File: config.mk
export PLATFORM = sky130hd
export DESIGN_NAME = mem_wb_stage_buf
export DESIGN_NICKNAME = d
export VERILOG_FILES = /design/src/rtl/mem_wb_stage_buf.sv
export SDC_FILE = /design/constraint.sdc
export NUM_CORES = 1
export LEC_CHECK = 0
export ABC_AREA = 1
export CORE_MARGIN = 2
export CORE_UTILIZATION = 35
export CTS_BUF_LIST = sky130_fd_sc_hd__clkbuf_8
export CTS_CLUSTER_DIAMETER = 150
export DETAILED_ROUTE_END_ITERATION = 7
export PLACE_DENSITY = 0.62
export SLEW_MARGIN = 5
export SYNTH_ARGS = -nofsm -noshare
export SYNTH_HDL_FRONTEND = slang
export SYNTH_SLANG_ARGS = --single-unit
File: constraint.sdc
create_clock -name clk -period 2.88 [get_ports clk]
set_input_delay 0.576 -clock clk [delete_from_list [all_inputs] [get_ports clk]]
set_output_delay 0.576 -clock clk [all_outputs]
set_load 0.02 [all_outputs]
File: src/rtl/mem_wb_stage_buf.sv
// MEM->WB pipeline buffer: a two-entry skid buffer (main/head + skid) with registered
// ready, strict FIFO order, flush, x0 reg_write squash and a saturating stall counter.
module mem_wb_stage_buf #(
   parameter int DATA_WIDTH    = 64,
   parameter int REG_ID_WIDTH  = 5,
   parameter int WB_CTRL_WIDTH = 2,
   parameter int X0_SQUASH     = 1,
   parameter int CNT_WIDTH     = 16
) (
   input  logic                     clk,
   input  logic                     reset,
   input  logic                     flush,
   input  logic                     in_valid,
   output logic                     in_ready,
   input  logic [DATA_WIDTH-1:0]    alu_in,
   input  logic [DATA_WIDTH-1:0]    mem_data_in,
   input  logic [REG_ID_WIDTH-1:0]  dest_in,
   input  logic [WB_CTRL_WIDTH-1:0] wb_control_in,
   output logic                     out_valid,
   input  logic                     out_ready,
   output logic [DATA_WIDTH-1:0]    alu_out,
   output logic [DATA_WIDTH-1:0]    mem_data_out,
   output logic [REG_ID_WIDTH-1:0]  dest_out,
   output logic [WB_CTRL_WIDTH-1:0] wb_control_out,
   output logic [CNT_WIDTH-1:0]     stall_cnt,
   output logic [1:0]               state_o
);

   typedef enum logic [1:0] {
      ST_EMPTY = 2'd0,
      ST_ONE   = 2'd1,
      ST_FULL  = 2'd2
   } state_e;

   typedef struct packed {
      logic [DATA_WIDTH-1:0]    alu;
      logic [DATA_WIDTH-1:0]    mem;
      logic [REG_ID_WIDTH-1:0]  dest;
      logic [WB_CTRL_WIDTH-1:0] wb;
   } entry_t;

   localparam logic [CNT_WIDTH-1:0] CNT_ONE = 1;

   // Handshake: a beat moves upstream when in_valid & in_ready (and no flush),
   // downstream when out_valid & out_ready. in_ready depends on state only.
   state_e               state_q;
   entry_t               main_q;
   entry_t               skid_q;
   entry_t               cap_d;
   logic [CNT_WIDTH-1:0] stall_q;
   logic                 accept;
   logic                 issue;

   assign in_ready  = (state_q != ST_FULL);
   assign out_valid = (state_q != ST_EMPTY);
   assign accept    = in_valid & in_ready & ~flush;
   assign issue     = out_valid & out_ready;

   always_comb begin
      cap_d.alu  = alu_in;
      cap_d.mem  = mem_data_in;
      cap_d.dest = dest_in;
      cap_d.wb   = wb_control_in;
      // Writes to x0 are architecturally discarded, so drop reg_write at capture.
      if (X0_SQUASH != 0 && dest_in == '0) begin
         cap_d.wb[1] = 1'b0;
      end
   end

   always_ff @(posedge clk) begin
      if (reset) begin
         state_q <= ST_EMPTY;
         main_q  <= '0;
         skid_q  <= '0;
         stall_q <= '0;
      end else begin
         if (out_valid && !out_ready && stall_q != '1) begin
            stall_q <= stall_q + CNT_ONE;
         end
         if (flush) begin
            state_q <= ST_EMPTY;
         end else begin
            case (state_q)
               ST_EMPTY: begin
                  if (accept) begin
                     main_q  <= cap_d;
                     state_q <= ST_ONE;
                  end
               end
               ST_ONE: begin
                  if (accept && !issue) begin
                     skid_q  <= cap_d;
                     state_q <= ST_FULL;
                  end else if (issue && !accept) begin
                     state_q <= ST_EMPTY;
                  end else if (accept && issue) begin
                     main_q <= cap_d;
                  end
               end
               ST_FULL: begin
                  if (issue) begin
                     main_q  <= skid_q;
                     state_q <= ST_ONE;
                  end
               end
               default: state_q <= ST_EMPTY;
            endcase
         end
      end
   end

   assign alu_out        = main_q.alu;
   assign mem_data_out   = main_q.mem;
   assign dest_out       = main_q.dest;
   assign wb_control_out = out_valid ? main_q.wb : '0;
   assign stall_cnt      = stall_q;
   assign state_o        = state_q;

endmodule

==> results.toml <==
[worst_setup_path]
worstSetupPathType = "flip-flop to output pin"
rrSetupSlack_ps = 470
worstPathMaxFanout = 6
critical_path_required_ps = 2300
start_kind = "flip-flop"
endpoint_kind = "output pin"
critPathArrivalTime_ps = 2090

[detailed_routing]
first_iter_violations = 707
drtPass1Iterations = 5
wl_per_cell_um = 15.3
route.detailed.drc = 0
viasPerCell = 4.83
dr_total_vias = 12300
wl_mm = 39.0
ant_nets = 0

[timing]
finClkSkew_ps = 13.5
worst_hold_slack_ps = 444
period_share = 0.925
fmax_mhz = 375
rsz0062_at_grt = "false"
finalMaxSlewViolations = 0
hold_viol = 0
fin_setup_tns_ps = 0
final-setup-viol-count = 0
slew_headroom = 0.414
worst_pin_slew_ps = 879
fin_crit_ps = 2660

[die]
die_x_um = 198
core_area_mm2 = 0.0374
dieArea_mm2 = 0.0392
pin_count = 295
dieHeight_um = 198
fp-row-count = 71
initial_utilization = 0.352

[pwr]
power_density_mw_per_mm2 = 542
p_leak_nw = 6.28
peakVddDrop_mv = 0.357
power_mw = 8.96

[global_route]
grt_pass1_vias = 11800
grt_overflow_total = 0
grt_use_total = 0.197
grt_start_max_net_pins = 175
antenna_found_initial = 4
grt_pass1_wl_mm = 61.8

[cells_and_area]
area_growth_pct = 25.7
fin_nets = 2139
fin_cells = 2544
mostFrequentLayoutCell = "nand2_1"
final_cell_mix = "501 x nand2_1, 293 x clkdlybuf4s50_1, 288 x dfxtp_1"
utilization = 0.442
drive_above_1_share = 0.0547

[worst_hold_path]
hp-class = "flip-flop to flip-flop"

[yosys]
post-synth-top-area-cell = "dfxtp_1"
syn_inst = 1889
synth_area_mm2 = 0.0132
netlist-cell-type-count = 24
ys.warnings.count = 0
synthTopCellsByArea = "dfxtp_1 44%, nand2_1 14%, buf_4 8.2%"
synth_top_cell_area_share = 0.438
synth_seq_cells = 288
syn-num-nets = 2034
avgSynthCellArea_um2 = 6.97
synth-seq-area-share = 0.438

[cts]
cts_setup_buffers = 0
numCtsBuffers = 51
root_buffer = "clkbuf_8"
numClockSinks = 288
ctsResizeCount = 0
h-tree-depth = 2
cts_tree = "done"
clock_latency_ps = 610
clk_pin_slew_ps = 60
hold_buffers = 0
clk_path_buf_depth = 3

[place]
placed_cells = 2452
dp_hpwl_mm = 23.1
gp_congestion = 0.823
portBuffers = 294

[run_status]
outcome = "complete, no violations"

[run]
max-cap-violations = 0
## synth_stat cells, drive strengths merged
library cell / number
nor2: 210
a21oi: 196
buf: 185
ha: 5
o21ai: 185
inv: 71
nor3b: 1
dfxtp: 288
xor2: 4
nor3: 3
nand4: 7
nand2: 503
xnor2: 2
clkbuf: 81
nand3: 148
## cells by family (layout without fill, tap and decap cells)
kind of cell	count (synthesis)	in the layout	synth area share
xor gates and xnor gates	6	6	0.00399
DFF	288	288	0.438
adders and majority gates	5	5	0.00475
AOI/OAI and AO/OA	381	381	0.145
and+or+nand+nor	872	872	0.267
buffers and inverters	337	478	0.142
other	0	3	0
## state kept, by name, summed over array words and instances (netlist names)
signal	flops
alu_out	64
dest_out	5
main_q	2
mem_data_out	64
skid_q	135
stall_cnt	16
state_o	2
## through the flow
stage	setup slack (ps)	area, um2
after floorplan	199	13200
after global placement	129	15500
after detailed placement	70.2	15500
after CTS	144	16500
after global routing	106	16500
final	216	16500
## worst paths after layout
check,startpoint,endpoint,depth (start not counted)
worst max-delay path,state_o[0],wb_control_out[0],3
worst min-delay path,skid_q[86],skid_q[86],2
worst max register to register,state_o[0],skid_q[96],8
worst min register to register,skid_q[86],skid_q[86],2
## final cells by class
| class | count | area (um2) |
|---|---|---|
| antenna | 3 | 7.51 |
| clock buffer | 66 | 908 |
| clock inverter | 23 | 125 |
| fill | 3782 | 20900 |
| inverter | 71 | 275 |
| multi-input combinational | 1264 | 5560 |
| sequential | 288 | 5770 |
| tap | 511 | 639 |
| timing repair buffer | 318 | 3270 |
## power by group
part           total (mW)  leakage [nW]  switching (mW)  internal (mW)
clock network        3.84         0.596            1.72           2.13
logic               0.974          3.35           0.519          0.455
registers            4.14          2.33          0.0578           4.09
total                8.96          6.28            2.29           6.67
## routing by layer
layer  wire length [um]  GRT usage  vias to the layer above
li1                   -          -                     6154
met1              17200      0.247                     5664
met2              17800      0.318                      366
met3               2490     0.0426                       87
met4               1460      0.101                        4
met5                 28          0                        -
## worst max-delay path, stage by stage, from the launching register on
cell and delay [ps]:
dfxtp_1 530, nor2_2 150, nor2_1 110, clkdlybuf4s50_1 700
No activity file was read; power rests on OpenSTA's default activity.
